## src/rtl/rf_write_arbiter_if.sv

```systemverilog
// Bus bundle between the register-file write arbiter and its pipeline/MC/Decode clients.
interface rf_write_arbiter_if #(
    parameter int unsigned XLEN  = 32,
    parameter int unsigned AW    = 5,
    parameter int unsigned DEPTH = 2
);
    localparam int unsigned CW = $clog2(DEPTH) + 1;

    // Pipeline writeback
    logic            wb_valid;
    logic [AW-1:0]   wb_rd;
    logic [XLEN-1:0] wb_data;
    logic            wb_stall;

    // Multi-cycle unit results
    logic            mc_valid;
    logic [AW-1:0]   mc_rd;
    logic [XLEN-1:0] mc_data;
    logic            mc_ready;

    // Register file write port
    logic            rf_we;
    logic [AW-1:0]   rf_waddr;
    logic [XLEN-1:0] rf_wdata;

    // Decode hazard lookup
    logic [AW-1:0]   q_rs1;
    logic [AW-1:0]   q_rs2;
    logic            q_hit1;
    logic            q_hit2;
    logic [CW-1:0]   mc_pending;

    modport slave (
        input  wb_valid, wb_rd, wb_data, mc_valid, mc_rd, mc_data, q_rs1, q_rs2,
        output wb_stall, mc_ready, rf_we, rf_waddr, rf_wdata, q_hit1, q_hit2, mc_pending
    );

    modport master (
        output wb_valid, wb_rd, wb_data, mc_valid, mc_rd, mc_data, q_rs1, q_rs2,
        input  wb_stall, mc_ready, rf_we, rf_waddr, rf_wdata, q_hit1, q_hit2, mc_pending
    );
endinterface

```

## src/rtl/rf_write_arbiter.sv

```systemverilog
// Shares the register-file write port between pipeline WB and buffered MC results,
// with bounded-wait forced grants for the MC FIFO head and a pending-rd lookup.
module rf_write_arbiter #(
    parameter int unsigned XLEN     = 32,
    parameter int unsigned AW       = 5,
    parameter int unsigned DEPTH    = 2,
    parameter int unsigned MAX_WAIT = 4
) (
    input  logic              clk,
    input  logic              rst,
    rf_write_arbiter_if.slave bus
);
    localparam int unsigned PW = $clog2(DEPTH);
    localparam int unsigned CW = PW + 1;
    localparam int unsigned WW = $clog2(MAX_WAIT + 1);

    logic [AW-1:0]   mem_rd   [DEPTH];
    logic [XLEN-1:0] mem_data [DEPTH];
    logic [DEPTH-1:0] vld;
    logic [PW-1:0]   wr_ptr;
    logic [PW-1:0]   rd_ptr;
    logic [CW-1:0]   count;
    logic [CW-1:0]   count_nxt;
    logic [WW-1:0]   wait_cnt;
    logic [WW-1:0]   wait_nxt;

    logic            mc_ready;
    logic            push_store;
    logic            wb_real;
    logic            nonempty;
    logic            pop;
    logic            rf_we;
    logic            wb_stall;
    logic [AW-1:0]   rf_waddr;
    logic [XLEN-1:0] rf_wdata;
    logic            hit1;
    logic            hit2;

    // Handshake and grant decisions; nothing is granted or stored while in reset.
    always_comb begin
        mc_ready   = (count < CW'(DEPTH));
        push_store = !rst && bus.mc_valid && mc_ready && (bus.mc_rd != '0);
        wb_real    = bus.wb_valid && (bus.wb_rd != '0);
        nonempty   = (count != '0);
        pop        = !rst && nonempty && (!wb_real || (wait_cnt == WW'(MAX_WAIT)));
        rf_we      = pop || (!rst && wb_real);
        wb_stall   = pop && wb_real;
        rf_waddr   = pop ? mem_rd[rd_ptr]   : bus.wb_rd;
        rf_wdata   = pop ? mem_data[rd_ptr] : bus.wb_data;
    end

    // Occupancy and starvation-counter next state.
    always_comb begin
        count_nxt = count;
        case ({push_store, pop})
            2'b10:   count_nxt = count + CW'(1);
            2'b01:   count_nxt = count - CW'(1);
            default: count_nxt = count;
        endcase
        wait_nxt = wait_cnt;
        if (pop || !nonempty) begin
            wait_nxt = '0;
        end else if (wait_cnt != WW'(MAX_WAIT)) begin
            wait_nxt = wait_cnt + WW'(1);
        end
    end

    // FIFO storage, pointers and counters.
    always_ff @(posedge clk) begin
        if (rst) begin
            vld      <= '0;
            wr_ptr   <= '0;
            rd_ptr   <= '0;
            count    <= '0;
            wait_cnt <= '0;
        end else begin
            if (pop) begin
                vld[rd_ptr] <= 1'b0;
                rd_ptr      <= rd_ptr + PW'(1);
            end
            if (push_store) begin
                mem_rd[wr_ptr]   <= bus.mc_rd;
                mem_data[wr_ptr] <= bus.mc_data;
                vld[wr_ptr]      <= 1'b1;
                wr_ptr           <= wr_ptr + PW'(1);
            end
            count    <= count_nxt;
            wait_cnt <= wait_nxt;
        end
    end

    // RAW lookup against stored entries only; the entry popping this cycle still counts.
    always_comb begin
        hit1 = 1'b0;
        hit2 = 1'b0;
        for (int i = 0; i < int'(DEPTH); i++) begin
            if (vld[i] && (mem_rd[i] == bus.q_rs1)) hit1 = 1'b1;
            if (vld[i] && (mem_rd[i] == bus.q_rs2)) hit2 = 1'b1;
        end
        if (bus.q_rs1 == '0) hit1 = 1'b0;
        if (bus.q_rs2 == '0) hit2 = 1'b0;
    end

    assign bus.mc_ready   = mc_ready;
    assign bus.wb_stall   = wb_stall;
    assign bus.rf_we      = rf_we;
    assign bus.rf_waddr   = rf_waddr;
    assign bus.rf_wdata   = rf_wdata;
    assign bus.q_hit1     = hit1;
    assign bus.q_hit2     = hit2;
    assign bus.mc_pending = count;
endmodule

```

## src/flat_wrapper.sv

```systemverilog
// flat-port wrapper written by rule: the top's interface ports become plain ports
module rf_write_arbiter_flat 
#(
    parameter int unsigned XLEN     = 32,
    parameter int unsigned AW       = 5,
    parameter int unsigned DEPTH    = 2,
    parameter int unsigned MAX_WAIT = 4
)
  (clk, rst, bus_wb_valid, bus_wb_rd, bus_wb_data, bus_mc_valid, bus_mc_rd, bus_mc_data, bus_q_rs1, bus_q_rs2, bus_wb_stall, bus_mc_ready, bus_rf_we, bus_rf_waddr, bus_rf_wdata, bus_q_hit1, bus_q_hit2, bus_mc_pending);
  rf_write_arbiter_if #(.XLEN(XLEN), .AW(AW), .DEPTH(DEPTH)) bus_i ();
  input  logic clk;
  input  logic rst;
  input wire logic [$bits(bus_i.wb_valid)-1:0] bus_wb_valid;
  input wire logic [$bits(bus_i.wb_rd)-1:0] bus_wb_rd;
  input wire logic [$bits(bus_i.wb_data)-1:0] bus_wb_data;
  input wire logic [$bits(bus_i.mc_valid)-1:0] bus_mc_valid;
  input wire logic [$bits(bus_i.mc_rd)-1:0] bus_mc_rd;
  input wire logic [$bits(bus_i.mc_data)-1:0] bus_mc_data;
  input wire logic [$bits(bus_i.q_rs1)-1:0] bus_q_rs1;
  input wire logic [$bits(bus_i.q_rs2)-1:0] bus_q_rs2;
  output wire logic [$bits(bus_i.wb_stall)-1:0] bus_wb_stall;
  output wire logic [$bits(bus_i.mc_ready)-1:0] bus_mc_ready;
  output wire logic [$bits(bus_i.rf_we)-1:0] bus_rf_we;
  output wire logic [$bits(bus_i.rf_waddr)-1:0] bus_rf_waddr;
  output wire logic [$bits(bus_i.rf_wdata)-1:0] bus_rf_wdata;
  output wire logic [$bits(bus_i.q_hit1)-1:0] bus_q_hit1;
  output wire logic [$bits(bus_i.q_hit2)-1:0] bus_q_hit2;
  output wire logic [$bits(bus_i.mc_pending)-1:0] bus_mc_pending;
  assign bus_i.wb_valid = bus_wb_valid;
  assign bus_i.wb_rd = bus_wb_rd;
  assign bus_i.wb_data = bus_wb_data;
  assign bus_i.mc_valid = bus_mc_valid;
  assign bus_i.mc_rd = bus_mc_rd;
  assign bus_i.mc_data = bus_mc_data;
  assign bus_i.q_rs1 = bus_q_rs1;
  assign bus_i.q_rs2 = bus_q_rs2;
  assign bus_wb_stall = bus_i.wb_stall;
  assign bus_mc_ready = bus_i.mc_ready;
  assign bus_rf_we = bus_i.rf_we;
  assign bus_rf_waddr = bus_i.rf_waddr;
  assign bus_rf_wdata = bus_i.rf_wdata;
  assign bus_q_hit1 = bus_i.q_hit1;
  assign bus_q_hit2 = bus_i.q_hit2;
  assign bus_mc_pending = bus_i.mc_pending;
  rf_write_arbiter #(.XLEN(XLEN), .AW(AW), .DEPTH(DEPTH), .MAX_WAIT(MAX_WAIT)) u_core (.clk(clk), .rst(rst), .bus(bus_i));
endmodule
```

## config.mk

```make
export PLATFORM = sky130hd
export DESIGN_NAME = rf_write_arbiter_flat
export DESIGN_NICKNAME = d
export VERILOG_FILES = /design/src/rtl/rf_write_arbiter_if.sv /design/src/rtl/rf_write_arbiter.sv /design/src/flat_wrapper.sv
export SDC_FILE = /design/constraint.sdc
export NUM_CORES = 1
export LEC_CHECK = 0
export BUFFER_PORTS_ARGS = -buffer_cell sky130_fd_sc_hd__buf_2
export CAP_MARGIN = 10
export CORE_UTILIZATION = 24
export DETAILED_ROUTE_END_ITERATION = 16
export PLACE_DENSITY = 0.47
export RECOVER_POWER = 50
export SYNTH_ARGS = -nofsm -noshare
export SYNTH_HDL_FRONTEND = slang
export SYNTH_SLANG_ARGS = --single-unit
```

## constraint.sdc

```tcl
create_clock -name clk -period 4 [get_ports clk]
set_input_delay 0.8 -clock clk [delete_from_list [all_inputs] [get_ports clk]]
set_output_delay 0.8 -clock clk [all_outputs]
set_load 0.05 [all_outputs]
```

==> impl_results.md <==
* Status: complete, but fails checks
* Failing checks: max-capacitance violations, max-slew violations
* Fin Setup TNS at 0 ns
* Synth Flop Type: edfxtp_1
* Number of global-route vias before repair at about 2.8k
* Peak VDD IR at between 0.0002 and 0.00025 V
* Reg2reg start: u_core.bus.mc_pending[1]
* H-tree depth at 3
* Max-slew violations at 38
* Post-synth EDFFs at 74
* Post-route cell area at about 5000 um^2
* PwrDens at just under 500 nW/um^2
* Die Wd at 127 um
* P&R area growth vs syn at 32.5%
* Net count after synthesis at 381
* Hold path start: u_core.wait_cnt[0]
* Min-Delay Path Class: reg -> reg
* CTS tree: built
* Unrepaired setup endpoints after global routing: false
* Initial drt markers at between 60 and 70
* # nets final at between 500 and 600
* Core ar. at approximately 15,000 um^2
* Final min period at about 3.5 ns
* Commonest non-fill, non-tap cell in the layout: buf_2
* Final ANT Viol Nets at 0
* Largest net degree at the start of global routing at 29
* Wire per inst at 15.5 um
* Leak at ~1.8 nW
* Global-route wire length before repair at between 15,000 and 20,000 um
* Tcrit/Tclk final at between 80% and 90%
* Port bufs at 131
* Clock buffer depth at 2
* Final core area utilization at roughly 33%
* Number of post-CTS setup repair buffers at 0
* Most frequent cells in the layout: buf_2 (113), edfxtp_1 (74), o21ai_1 (43)
* Tot Pwr at ~2.4 mW
* Clock sinks at 84
* Crit Path Max Fanout at 16
* Root Driver: clkbuf_16
* Kind of critical path: in -> out
* Slew Limit Headroom at -12.7%
* Mapped Area at roughly 3800 um^2
* Synthesis-stage register bit count at 84
* Post-Synthesis Cells at 290
* Antenna violations before repair at 1
* Hpwl dp at about 7300 um
* Via count at roughly 2.8k
* Final WS setup at ~0.53 ns
* # DRC at 0
* Top-level I/O count at between 100 and 150
* Overall routing resource usage at 12.7%
* DR pass1 iterations at 4
* # resized after CTS at 0
* Worst-Skew Late Latency at roughly 0.33 ns
* Required @ worst endpoint at approximately 3.2 ns
* Synth area leaders: edfxtp_1 (59%), mux2i_1 (9.8%), o21ai_1 (5.7%)
* Ratio of cells with drive above 1 in the final layout at approximately a third
* GR Overflow Total at 0
* Max-Cap Viols at 2
* Mapped Avg Cell Area at ~13 um^2
* Hold_buf cts at 0
* Setup Skew at ~0.0035 ns
* Least-Margin Pin Slew at 1.68 ns
* # setup viols final at 0
* Die Footprint at about 16,000 um^2
* Ys Warns at 0
* WP data arrival at 2.67 ns
* Die H at approximately 130 um
* Async set or reset register ratio after synthesis at 0%
* CTS Buf Count at 9
* GPL Wtd Cong at between 0.8 and 0.9
* Starting Density at between 20% and 30%
* Dpl ws at 0.495 ns
* Seq/Total Area, Yosys at 64.1%
* Crit path capture type: output pin
* Placed Area at between 4000 and 5000 um^2
* # rows at 45
* Achievable Freq at between 200 and 300 MHz
* Post-synth top area cell: edfxtp_1
* Startpoint types: input port
* Area share of the leading cell type in the synthesized netlist at 58.8%
* Critical path startpoint: bus_wb_rd[4]
* Routed wire length at slightly below 10,000 um
* Endpoints failing hold at 0
* Via-to-Cell Ratio at approximately 4.3
* Post-synth cell types at 30
* Reg clk slew, reported paths at 0.06 ns
state kept, by name (all words and copies together), names as in the netlist, named ones only:
name and cells:
u_core.wait_cnt 3, u_core.rd_ptr 1, u_core.mem_data 64, u_core.bus.mc_pending 2
u_core.mem_rd 10, u_core.wr_ptr 1, u_core.vld 2
cell type report:
type                       instances  area (um^2)
antenna                            1         2.50
clock inverter                     7          115
inverter                           6         22.5
timing repair buffer             139          693
clock buffer                       9          225
tap                              211          264
fill                            1581        10300
sequential                        84         2420
multi-input combinational        183         1260
worst max-delay path: stages:
cell,delay (ns)
buf_2,0.10
or3_4,0.40
o211ai_2,0.22
nand2_1,0.39
buf_4,0.34
o21ai_1,0.14
buf_2,0.27
Yosys cell counts, types with 3 or more instances:
master	instances
clkbuf_1	9
nand3_1	4
a21oi_1	6
edfxtp_1	74
ha_1	3
dfxtp_1	10
or4_1	3
nor4_1	4
nor2_1	9
o21ai_1	43
xnor2_1	7
buf_2	6
inv_1	5
mux2i_1	37
o21ai_0	35
xor2_1	17
metal layers:
| metal | track usage (%) | part of all wire, % |
|---|---|---|
| met5 | 0 | 0 |
| met4 | 4.41 | 1.2 |
| met3 | 3.18 | 4.9 |
| met2 | 20.9 | 50 |
| met1 | 16.2 | 44 |
logic make-up after synthesis:
logic type | synth area share [%]
AOI/OAI and AO/OA | 12.6
DFF | 64.1
muxes | 9.80
and+or+nand+nor | 4.44
xor gates and xnor gates | 5.56
buffers and inverters | 2.48
adders and majority gates | 0.994
worst paths after layout:
kind / end / slack [ns] / cells after the start
max: bus_rf_wdata[23] / 0.53 / 7
min: u_core.wait_cnt[0] / 0.46 / 1
max reg2reg: u_core.mem_data[0][18] / 1.10 / 4
min reg2reg: u_core.wait_cnt[0] / 0.46 / 1
where the power goes:
part / switching, mW / total (mW) / internal, mW
combinational: 0.338 / 0.478 / 0.140
sequential: 0.0196 / 1.02 / 1.00
clock: 0.330 / 0.937 / 0.607
total: 0.688 / 2.44 / 1.75
through the flow:
step / cells / hold slack [ns]
detailed placement: 623 / 0.456
global placement: 623 / 0.446
finish: 640 / 0.464
CTS: 639 / 0.464
global route: 639 / 0.495
floorplan: 290 / 0.430
No activity file was read; power rests on OpenSTA's default activity.
